### config.mk
export PLATFORM = sky130hd
export DESIGN_NAME = apb_servo_array
export DESIGN_NICKNAME = d
export VERILOG_FILES = /design/src/rtl/apb_servo_array.sv
export SDC_FILE = /design/constraint.sdc
export NUM_CORES = 2
export LEC_CHECK = 0
export BUFFER_PORTS_ARGS = -buffer_cell sky130_fd_sc_hd__buf_2
export CORE_MARGIN = 2
export CORE_UTILIZATION = 50
export CTS_BUF_LIST = sky130_fd_sc_hd__clkbuf_4 sky130_fd_sc_hd__clkbuf_8
export DETAILED_ROUTE_END_ITERATION = 10
export GPL_TIMING_DRIVEN = 0
export PLACE_DENSITY = 0.66
export SYNTH_ARGS = -nofsm -noshare
export SYNTH_HDL_FRONTEND = slang
export SYNTH_SLANG_ARGS = --single-unit
### constraint.sdc
create_clock -name PCLK -period 2.9 [get_ports PCLK]
set_input_delay 0 -clock PCLK [delete_from_list [all_inputs] [get_ports PCLK]]
set_output_delay 0 -clock PCLK [all_outputs]
set_load 0.005 [all_outputs]
### src/rtl/apb_servo_array.sv
// ---------------------------------------------------------------------------
// apb_servo_array
//
// APB3 peripheral that drives NUM_CH continuous-rotation servos. All channels
// share a single PWM period timer, so every pulse starts on the same cycle.
// Each channel has:
//   - a commanded pulse width (next_pw), clamped to [PW_MIN, PW_MAX]
//   - saturating counts of full-forward and full-reverse periods
//   - return-to-zero: the channel drives the opposite extreme until the two
//     counts are equal, then parks at neutral
//   - two active-low limit inputs that veto motion toward their side
//
// Ports
//   PCLK, PRESERN        clock, asynchronous active-low reset
//   PSEL/PENABLE/PWRITE  APB3 control
//   PADDR[31:0]          address, only [11:0] decoded
//   PWDATA, PRDATA       write and read data
//   PREADY               always 1, no wait states
//   PSLVERR              error flag, valid in the access phase
//   limit_n[2*NUM_CH]    bit 2k forward limit, bit 2k+1 reverse limit of ch k
//   pwm_out[NUM_CH]      registered servo PWM outputs
//
// Register map (channel space: PADDR[11:10]==0, ch = PADDR[9:5], reg = [4:2])
//   0 CMD (W)  1 PW (R/W)  2 FWD_CNT (R)  3 REV_CNT (R)  4 STATUS (R)
//   0x400 ALL_NEUTRAL (W, data ignored)
// ---------------------------------------------------------------------------
module apb_servo_array #(
   parameter int NUM_CH     = 4,
   parameter int PWM_PERIOD = 2000000,
   parameter int PW_MIN     = 100000,
   parameter int PW_NEUTRAL = 150000,
   parameter int PW_MAX     = 200000
) (
   input  logic                PCLK,
   input  logic                PRESERN,
   input  logic                PSEL,
   input  logic                PENABLE,
   input  logic                PWRITE,
   input  logic [31:0]         PADDR,
   input  logic [31:0]         PWDATA,
   output logic [31:0]         PRDATA,
   output logic                PREADY,
   output logic                PSLVERR,
   input  logic [2*NUM_CH-1:0] limit_n,
   output logic [NUM_CH-1:0]   pwm_out
);

   localparam int TW = (PWM_PERIOD > 1) ? $clog2(PWM_PERIOD) : 1;
   localparam logic [TW-1:0] LAST_COUNT = TW'(PWM_PERIOD - 1);
   localparam logic [31:0] PMIN = 32'(PW_MIN);
   localparam logic [31:0] PNEU = 32'(PW_NEUTRAL);
   localparam logic [31:0] PMAX = 32'(PW_MAX);

   typedef enum logic [2:0] {
      REG_CMD    = 3'd0,
      REG_PW     = 3'd1,
      REG_FWD    = 3'd2,
      REG_REV    = 3'd3,
      REG_STATUS = 3'd4
   } reg_e;

   typedef enum logic [2:0] {
      CMD_NEUTRAL  = 3'd0,
      CMD_FORWARD  = 3'd1,
      CMD_REVERSE  = 3'd2,
      CMD_SET_ZERO = 3'd3,
      CMD_RTZ      = 3'd4
   } cmd_e;

   // Address decode
   logic        chan_space;
   logic        all_neutral_addr;
   logic [4:0]  sel_ch;
   reg_e        sel_reg;
   logic        ch_ok;
   logic        reg_ok;
   logic        acc_err;
   logic        access_wr;
   logic        setup_rd;
   logic [31:0] rd_val;

   // Shared period timer
   logic [TW-1:0] time_count;
   logic          boundary;

   // Limit synchronisers and decoded active-high limit flags
   logic [2*NUM_CH-1:0] sync1;
   logic [2*NUM_CH-1:0] sync2;
   logic [NUM_CH-1:0]   fwd_lim;
   logic [NUM_CH-1:0]   rev_lim;

   // Per-channel state and its next value
   logic [31:0]       pw_q      [NUM_CH];
   logic [31:0]       next_pw_q [NUM_CH];
   logic [31:0]       fwd_q     [NUM_CH];
   logic [31:0]       rev_q     [NUM_CH];
   logic [NUM_CH-1:0] ret_q;
   logic [NUM_CH-1:0] zp_q;
   logic [31:0]       pw_d      [NUM_CH];
   logic [31:0]       next_pw_d [NUM_CH];
   logic [31:0]       fwd_d     [NUM_CH];
   logic [31:0]       rev_d     [NUM_CH];
   logic [NUM_CH-1:0] ret_d;
   logic [NUM_CH-1:0] zp_d;

   // Address bits outside the decoded window are deliberately ignored.
   logic [21:0] unused_addr;
   assign unused_addr = {PADDR[31:12], PADDR[1:0]};

   assign PREADY = 1'b1;

   function automatic logic [31:0] clamp_pw(input logic [31:0] value);
      if (value < PMIN) return PMIN;
      if (value > PMAX) return PMAX;
      return value;
   endfunction

   // Decode the current APB address. An access is legal only if it hits an
   // existing channel register in the right direction or is a write to
   // ALL_NEUTRAL; everything else is flagged and has no side effects.
   always_comb begin
      chan_space       = (PADDR[11:10] == 2'b00);
      all_neutral_addr = (PADDR[11:2] == 10'h100);
      sel_ch           = PADDR[9:5];
      sel_reg          = reg_e'(PADDR[4:2]);
      ch_ok            = chan_space && ({27'd0, sel_ch} < 32'(NUM_CH));
      reg_ok           = (PADDR[4:2] < 3'd5);
      if (PWRITE)
         acc_err = !((ch_ok && reg_ok && (sel_reg == REG_CMD || sel_reg == REG_PW))
                     || all_neutral_addr);
      else
         acc_err = !(ch_ok && reg_ok && (sel_reg != REG_CMD));
      access_wr = PSEL && PENABLE && PWRITE && !acc_err;
      setup_rd  = PSEL && !PENABLE && !PWRITE;
   end

   // Read mux; illegal reads return all ones.
   always_comb begin
      rd_val = 32'hFFFF_FFFF;
      if (!acc_err) begin
         for (int k = 0; k < NUM_CH; k++) begin
            if (sel_ch == 5'(k)) begin
               case (sel_reg)
                  REG_PW:     rd_val = next_pw_q[k];
                  REG_FWD:    rd_val = fwd_q[k];
                  REG_REV:    rd_val = rev_q[k];
                  REG_STATUS: rd_val = {28'd0, rev_lim[k], fwd_lim[k], zp_q[k], ret_q[k]};
                  default:    rd_val = 32'hFFFF_FFFF;
               endcase
            end
         end
      end
   end

   // Split the synchronised limit bus into per-channel active-high flags.
   always_comb begin
      fwd_lim = '0;
      rev_lim = '0;
      for (int k = 0; k < NUM_CH; k++) begin
         fwd_lim[k] = !sync2[2*k];
         rev_lim[k] = !sync2[2*k+1];
      end
   end

   assign boundary = (time_count == LAST_COUNT);

   // Per-channel next-state logic. Order matters: the continuous limit veto
   // is applied first, then the period boundary (which consumes the
   // pre-write next_pw), and finally any register write, so a write landing
   // on the boundary edge is only seen at the following boundary.
   always_comb begin
      for (int k = 0; k < NUM_CH; k++) begin
         pw_d[k]      = pw_q[k];
         next_pw_d[k] = next_pw_q[k];
         fwd_d[k]     = fwd_q[k];
         rev_d[k]     = rev_q[k];
         ret_d[k]     = ret_q[k];
         zp_d[k]      = zp_q[k];

         if ((fwd_lim[k] && next_pw_q[k] == PMAX) || (rev_lim[k] && next_pw_q[k] == PMIN)) begin
            next_pw_d[k] = PNEU;
            ret_d[k]     = 1'b0;
         end

         if (boundary) begin
            if (zp_q[k]) begin
               fwd_d[k] = '0;
               rev_d[k] = '0;
               pw_d[k]  = PNEU;
               zp_d[k]  = 1'b0;
            end else if (ret_q[k] && fwd_q[k] == rev_q[k]) begin
               ret_d[k]     = 1'b0;
               pw_d[k]      = PNEU;
               next_pw_d[k] = PNEU;
            end else begin
               pw_d[k] = next_pw_q[k];
               if (next_pw_q[k] == PMAX && fwd_q[k] != 32'hFFFF_FFFF)
                  fwd_d[k] = fwd_q[k] + 32'd1;
               if (next_pw_q[k] == PMIN && rev_q[k] != 32'hFFFF_FFFF)
                  rev_d[k] = rev_q[k] + 32'd1;
            end
         end

         if (access_wr) begin
            if (all_neutral_addr) begin
               next_pw_d[k] = PNEU;
               ret_d[k]     = 1'b0;
            end else if (sel_ch == 5'(k)) begin
               if (sel_reg == REG_PW) begin
                  next_pw_d[k] = clamp_pw(PWDATA);
                  ret_d[k]     = 1'b0;
               end else begin
                  case (PWDATA[2:0])
                     CMD_NEUTRAL: begin
                        next_pw_d[k] = PNEU;
                        ret_d[k]     = 1'b0;
                     end
                     CMD_FORWARD: begin
                        next_pw_d[k] = fwd_lim[k] ? PNEU : PMAX;
                        ret_d[k]     = 1'b0;
                     end
                     CMD_REVERSE: begin
                        next_pw_d[k] = rev_lim[k] ? PNEU : PMIN;
                        ret_d[k]     = 1'b0;
                     end
                     CMD_SET_ZERO: begin
                        next_pw_d[k] = PNEU;
                        zp_d[k]      = 1'b1;
                        ret_d[k]     = 1'b0;
                     end
                     CMD_RTZ: begin
                        // Drive back toward the side with fewer periods; a
                        // blocked direction parks at neutral instead.
                        if (fwd_q[k] > rev_q[k]) begin
                           next_pw_d[k] = rev_lim[k] ? PNEU : PMIN;
                           ret_d[k]     = !rev_lim[k];
                        end else if (fwd_q[k] < rev_q[k]) begin
                           next_pw_d[k] = fwd_lim[k] ? PNEU : PMAX;
                           ret_d[k]     = !fwd_lim[k];
                        end
                     end
                     default: ;
                  endcase
               end
            end
         end
      end
   end

   // Two-flop synchronisers for the asynchronous limit switches; idle high.
   always_ff @(posedge PCLK or negedge PRESERN) begin
      if (!PRESERN) begin
         sync1 <= '1;
         sync2 <= '1;
      end else begin
         sync1 <= limit_n;
         sync2 <= sync1;
      end
   end

   // Shared period timer and registered PWM outputs. The output for a given
   // time_count value appears one cycle later, so high time equals pw.
   always_ff @(posedge PCLK or negedge PRESERN) begin
      if (!PRESERN) begin
         time_count <= '0;
         pwm_out    <= '0;
      end else begin
         time_count <= boundary ? '0 : time_count + 1'b1;
         for (int k = 0; k < NUM_CH; k++)
            pwm_out[k] <= (32'(time_count) < pw_q[k]);
      end
   end

   // Channel state registers.
   always_ff @(posedge PCLK or negedge PRESERN) begin
      if (!PRESERN) begin
         for (int k = 0; k < NUM_CH; k++) begin
            pw_q[k]      <= PNEU;
            next_pw_q[k] <= PNEU;
            fwd_q[k]     <= '0;
            rev_q[k]     <= '0;
         end
         ret_q <= '0;
         zp_q  <= '0;
      end else begin
         for (int k = 0; k < NUM_CH; k++) begin
            pw_q[k]      <= pw_d[k];
            next_pw_q[k] <= next_pw_d[k];
            fwd_q[k]     <= fwd_d[k];
            rev_q[k]     <= rev_d[k];
         end
         ret_q <= ret_d;
         zp_q  <= zp_d;
      end
   end

   // APB response: read data and error are captured on the setup edge so
   // they are stable throughout the access phase. PRDATA otherwise holds.
   always_ff @(posedge PCLK or negedge PRESERN) begin
      if (!PRESERN) begin
         PRDATA  <= '0;
         PSLVERR <= 1'b0;
      end else begin
         PSLVERR <= PSEL && !PENABLE && acc_err;
         if (setup_rd)
            PRDATA <= rd_val;
      end
   end

endmodule

## Word-level counts from Yosys, hierarchy flattened

Cells that the tools add are included.

- Word-level logic and storage cells: 366
- Input bits: 77
- Register bits after elaboration: 594
- Output and inout bits: 38

- Add/subtract/negate cells: 9
- Reductions and logical operators: 72
- Magnitude comparators: 16
- Mux-type cells: 208
- Equality and inequality tests: 37

Operator list:

| cell | number |
|---|---|
| 2-to-1 mux 32 bit | 87 |
| one-hot mux 32 bit (4 select lines) | 8 |
| adder 32 x 1 -> 32 bit, second input constant | 8 |
| != test 32 bit, second input constant | 8 |
| == test 32 x 17 -> 1 bit, second input constant | 4 |
| == test 32 x 18 -> 1 bit, second input constant | 4 |
| == test 32 bit | 4 |
| greater-than comparator 32 bit | 4 |
| < comparator 21 x 32 -> 1 bit | 4 |
| < comparator 32 bit | 4 |
| 2-to-1 mux 1 bit | 100 |
| 2-to-1 mux 18 bit | 4 |
| 2-to-1 mux 17 bit | 4 |
| greater-than comparator 32 x 18 -> 1 bit, second input constant | 1 |
| < comparator 32 x 17 -> 1 bit, second input constant | 1 |
| logical AND 1 bit | 30 |
| AND reduction 3 bit | 8 |
| adder 21 x 1 -> 21 bit, second input constant | 1 |
| == test 21 bit, second input constant | 1 |
| 2-to-1 mux 21 bit | 1 |
| nonzero test 2 bit | 8 |
| zero test 1 bit | 13 |
| == test 3 x 2 -> 1 bit, second input constant | 4 |
| == test 10 x 9 -> 1 bit, second input constant | 1 |
| 15 further kinds | 30 |

## Depth between registers and ports, before layout

- Depth after elaboration: 21
- Gate-level depth with buffers: 13
- Mapped depth without buffers: 11

## Least setup slack after synthesis

Ideal clock, no wire load.

- Kind: register to register
- From: register time_count[8]
- To: register rev_q[26] (netlist bit)
- Buffers on the path: 0
- Path slack: -0.243 ns
- Data arrival time: 3.011 ns
- Stages on the path, launching flop included: 10
- Period minus slack after synthesis: 3.143 ns
- Data required time: 2.768 ns
- Cell sequence: dfrtp_1 > or4_1 > or4_4 > nor3_2 > a41oi_2 > or3_4 > or2_1 > or3_1 > xnor2_1 > nor2_1

- Longest elaborated chain between the ends: 2

RTL lines:

| element | line | source |
|---|---|---|
| start: declaration | 83 | `logic [TW-1:0] time_count;` |
| start signal: assignment | 268 | `time_count <= boundary ? '0 : time_count + 1'b1;` |
| == test 21 bit | 165 | `assign boundary = (time_count == LAST_COUNT);` |
| AND reduction 3 bit (no source line) | n/a |  |
| end signal: indexed assignment | 290 | `rev_q[k] <= rev_d[k];` |
| end: declaration | 96 | `logic [31:0] rev_q [NUM_CH];` |

No other way between the ends.
A chain may end at the register's enable or synchronous reset.

## Worst setup path in the final report

- From: input port PADDR[3]
- To: register PRDATA[17]

- Longest elaborated chain between the ends: 7
- Elaborated cells between the ends (all ways): 25
- Those cells by class: order compare (1); eq/ne (5); mux (10); reduce/logical (9)

RTL lines:

| element | line | source |
|---|---|---|
| start: declaration | 39 | `input logic [31:0] PADDR,` |
| == test 3 bit, or another cell as far along | 143 | `case (sel_reg)` |
| one-hot mux 32 bit (4 select lines), or another cell as far along | 143 |  |
| 2-to-1 mux 32 bit / logical AND 1 bit (equally long branches) | 142, 129 |  |
| 2-to-1 mux 32 bit / logical OR 1 bit (equally long branches) | 142, 130 |  |
| 2-to-1 mux 32 bit / zero test 1 bit (equally long branches) | 142, 129 |  |
| 2-to-1 mux 32 bit / 2-to-1 mux 1 bit (equally long branches) | 142, 128 |  |
| 2-to-1 mux 32 bit (*) | 140 | `if (!acc_err) begin` |
| end signal: assignment | 306 | `PRDATA <= rd_val;` |
| end: declaration | 41 | `output logic [31:0] PRDATA,` |

Mark *: on every way between the ends. The rest lies on a longest branch, timed or not.

==> results.sh <==
export IMPL_area_growth_pct=28.11
export IMPL_antenna_left=0
export IMPL_path_buf_inv=3
export IMPL_critical_path_arrival_ns=4.18
export IMPL_routed_via_density=6.528
export IMPL_stdcell_count=5683
export IMPL_path_cells="buf_2 -> clkdlybuf4s15_1 -> nor2_2 -> clkbuf_1 -> a221oi_1 -> o31ai_1 -> a31oi_1 -> a21oi_1"
export IMPL_seq_area_frac_synth=0.4107
export IMPL_cts_buffers=108
export IMPL_outcome="finished, violations left"
export IMPL_synth_top_cell_by_area="dfrtp_1"
export IMPL_ir_drop_mv=0.3961
export IMPL_synth_area_um2=36440
export IMPL_start_util=0.5071
export IMPL_core_area_um2=71850
export IMPL_rsz0062_at_grt="true"
export IMPL_drc=0
export IMPL_vias=37100
export IMPL_final_common_cell="dfrtp_1"
export IMPL_grt_pass1_wl_um=224300
export IMPL_fin_worst_skew_ns=0.04674
export IMPL_most_common_layout_cells="dfrtp_1 (454), nor2_1 (397), nand2_1 (336)"
export IMPL_synth_warnings=0
export IMPL_period_share=1.205
export IMPL_timing_rr_start="time_count[8]"
export IMPL_powerDensity_nw_per_um2=405.7
export IMPL_place_gp_congestion=1.078
export IMPL_crit_type="in2reg"
export IMPL_ctsHtreeMaxLevel=3
export IMPL_multi_input_area_um2=22280
export IMPL_gr_total_overflow=0
export IMPL_p_switching_mw=4.684
export IMPL_cp_end_kind="flop"
export IMPL_synth_fp_nets=4435
export IMPL_combPwrFrac=0.052
export IMPL_cpMaxStageDelayCell="o31ai_1"
export IMPL_clock_power_share=0.507
export IMPL_fp_row_count=98
export IMPL_place_area_um2=38460
export IMPL_clkSinkCount=594
export IMPL_yosys_register_bits=594
export IMPL_cts_buffer_depth=3
export IMPL_fin_setup_tns_ns=-114.43
export IMPL_layout_drive_gt1_share=0.2642
export IMPL_fin_crit_ns=3.494
export IMPL_die_width_um=274.0
export IMPL_syn_area_per_cell_um2=8.799
export IMPL_grt_max_degree=117
export IMPL_fmax_mhz=286.2
export IMPL_setup_viol=493
export IMPL_final_max_slew_viol_count=1
export IMPL_switching_share=0.2474
export IMPL_async_flop_share=1.000
export IMPL_fillers=6015
export IMPL_seqPwrFrac=0.441
export IMPL_syn_inst=4141
export IMPL_firstDrtPassIters=8
export IMPL_cp_start_kind="input port"
export IMPL_io_pins=115
export IMPL_wl_um=158500
export IMPL_worstPathMaxFanout=10
export IMPL_synth_edf_count=0
export IMPL_p_int_mw=14.25
export IMPL_design_area_um2=46680
export IMPL_cap_violations=1
export IMPL_finalHoldViolCount=0
export IMPL_wl_per_cell_um=27.88
export IMPL_dieArea_um2=75050
export IMPL_regArea_um2=15060
export IMPL_synth_cell_types=85
export IMPL_synth_flop_cell="dfrtp_1"
export IMPL_drtIter0Drc=4896
export IMPL_path_delay_family="compound AO/OA/AOI/OAI gates"
export IMPL_finalPower_mw=18.94
export IMPL_dp_cells=5189
export IMPL_nets=4928
export IMPL_violations="capacitance limit, slew limit, setup timing"
export IMPL_tightest_slew_ns=1.490
export IMPL_synthTopCellsByArea="dfrtp_1 (35%), ha_1 (7.5%), dfstp_2 (5.8%), nor2_1 (4.5%), a21oi_1 (4.1%)"
export IMPL_clk_latency_ns=0.77
export IMPL_root_buffer="clkbuf_8"
export IMPL_hpwl_um=112600
export IMPL_grt_util_all_layers=0.4062
export IMPL_fin_ws_ns=-0.5935
export IMPL_max_stage_delay_ns=1.07
export IMPL_portBuffers=88
export IMPL_power_leakage_nw=20.33
export IMPL_maxSlewHeadroom=-0.001057
export IMPL_antenna_found_initial=9
export IMPL_min_from="PWDATA[1]"
export IMPL_netlist_area_leader_share=0.3530
export IMPL_path_clk_slew_ns=0.06
export IMPL_grt_pass1_vias=34310
export IMPL_critPathRequiredTime_ns=3.59
export IMPL_cts_tree="built"
export IMPL_crit_path_start="PADDR[3]"
export IMPL_rrSetupSlack_ns=-0.53
export IMPL_hold_class="in2reg"
export IMPL_fp_dieH_um=274.0
power by group through the flow:
stage	logic [mW]	registers, mW	clock network, mW
after floorplan	0.321	8.48	0
after global placement	0.828	8.50	0
after detailed placement	0.856	8.49	0
after CTS	0.916	8.35	9.64
after global routing	1.01	8.35	10.0
final	0.981	8.35	9.60
sequential cells by signal, summed over array words and instances (netlist names):
register and count:
ret_q 4, time_count 21, zp_q 4, fwd_q 128
pwm_out 4, sync2 8, PSLVERR 1, pw_q 128
next_pw_q 128, rev_q 128, PRDATA 32, sync1 8
path summary, 6_finish.rpt:
kind                                  end  cells past startpoint
setup / recovery               PRDATA[17]                      8
hold / removal                   ret_q[3]                      5
setup reg to reg                rev_q[26]                     10
hold reg to reg                  sync2[4]                      0
max in group asynchronous  time_count[11]                      5
min in group asynchronous   next_pw_q[68]                      3
synthesized netlist by cell type, types with 8 or more instances:
cell type and number:
nor3_1 117, dfrtp_1 514, and3_1 40, nor3b_1 9, or2_2 12, xor2_1 67, a22oi_1 94, nor2b_1 16
o22ai_1 28, o211ai_1 14, nand4_1 129, o2111ai_1 8, a211oi_1 25, dfstp_2 80, mux2_2 62, a22o_1 53
and4_1 27, nand3_1 155, clkbuf_1 171, xnor2_1 134, a21oi_1 298, or4_1 15, inv_1 259, buf_1 11
nand2_1 358, o21a_1 12, a31oi_1 40, nor4b_1 11, o21ai_0 217, nand2b_1 21, o31ai_1 25, a21o_1 43
and2_1 84, a311oi_1 19, a221oi_1 67, ha_1 217, o31a_1 10, nor4_1 69, or3_1 40, a2bb2oi_1 10
nor2_1 435, nor4bb_1 17
worst min-delay path: cells and delay by family:
kind	cells	cell delay (ns)
buffers and inverters	1	0.17
AO/OA/AOI/OAI	1	0.22
AND/OR/NAND/NOR	3	0.34
metrics by stage:
step | hold WS, ns | setup WS, ns | util
after global routing | 0.02977 | -0.5778 | 0.6495
after floorplan | -0.2956 | -0.2221 | -
after CTS | 0.006813 | -0.5370 | 0.6140
after detailed placement | -0.01393 | -2.470 | 0.5353
final | 0.04896 | -0.5935 | 0.6496
after global placement | 0.1045 | -12.05 | 0.5325
per-layer routing:
| metal | wire (um) | share of wire | GRT usage |
|---|---|---|---|
| met5 | 277 | 0.0017 | 0 |
| met4 | 9994 | 0.063 | 0.2188 |
| met3 | 18150 | 0.11 | 0.1175 |
| met2 | 66530 | 0.42 | 0.5914 |
| met1 | 63510 | 0.40 | 0.5450 |
cell type report:
class / count / share of cell area
buffer: 175 / 0.02278
sequential: 594 / 0.3227
clock inverter: 27 / 0.008685
antenna: 5 / 0.0002681
timing repair buffer: 396 / 0.07455
clock buffer: 177 / 0.04723
multi-input combinational: 3100 / 0.4774
tap: 950 / 0.02547
inverter: 259 / 0.02088
repair_timing:
| action | CTS | global route |
|---|---|---|
| setup buffers | 132 | 118 |
| cloned | 5 | 4 |
| pin swaps | 94 | 200 |
| setup endpoints to repair | 563 | 542 |
| hold buffers | 44 | 1 |
| resized for setup | 381 | 428 |
| endpoints found under the hold margin | 389 | 1 |
cell families (layout without fill, tap and decap cells):
family / count (synthesis) / after routing / share of synthesized area
other: 1 / 6 / 0.0001029
AO/OA/AOI/OAI: 1021 / 1021 / 0.1806
buffers and inverters: 448 / 1034 / 0.04670
AND/OR/NAND/NOR: 1592 / 1593 / 0.2186
adder cells (fa/ha/maj): 217 / 217 / 0.07452
multiplexers: 67 / 67 / 0.02054
XOR/XNOR: 201 / 201 / 0.04832
flip-flops: 594 / 594 / 0.4107
(Power assumes the default switching activity.)
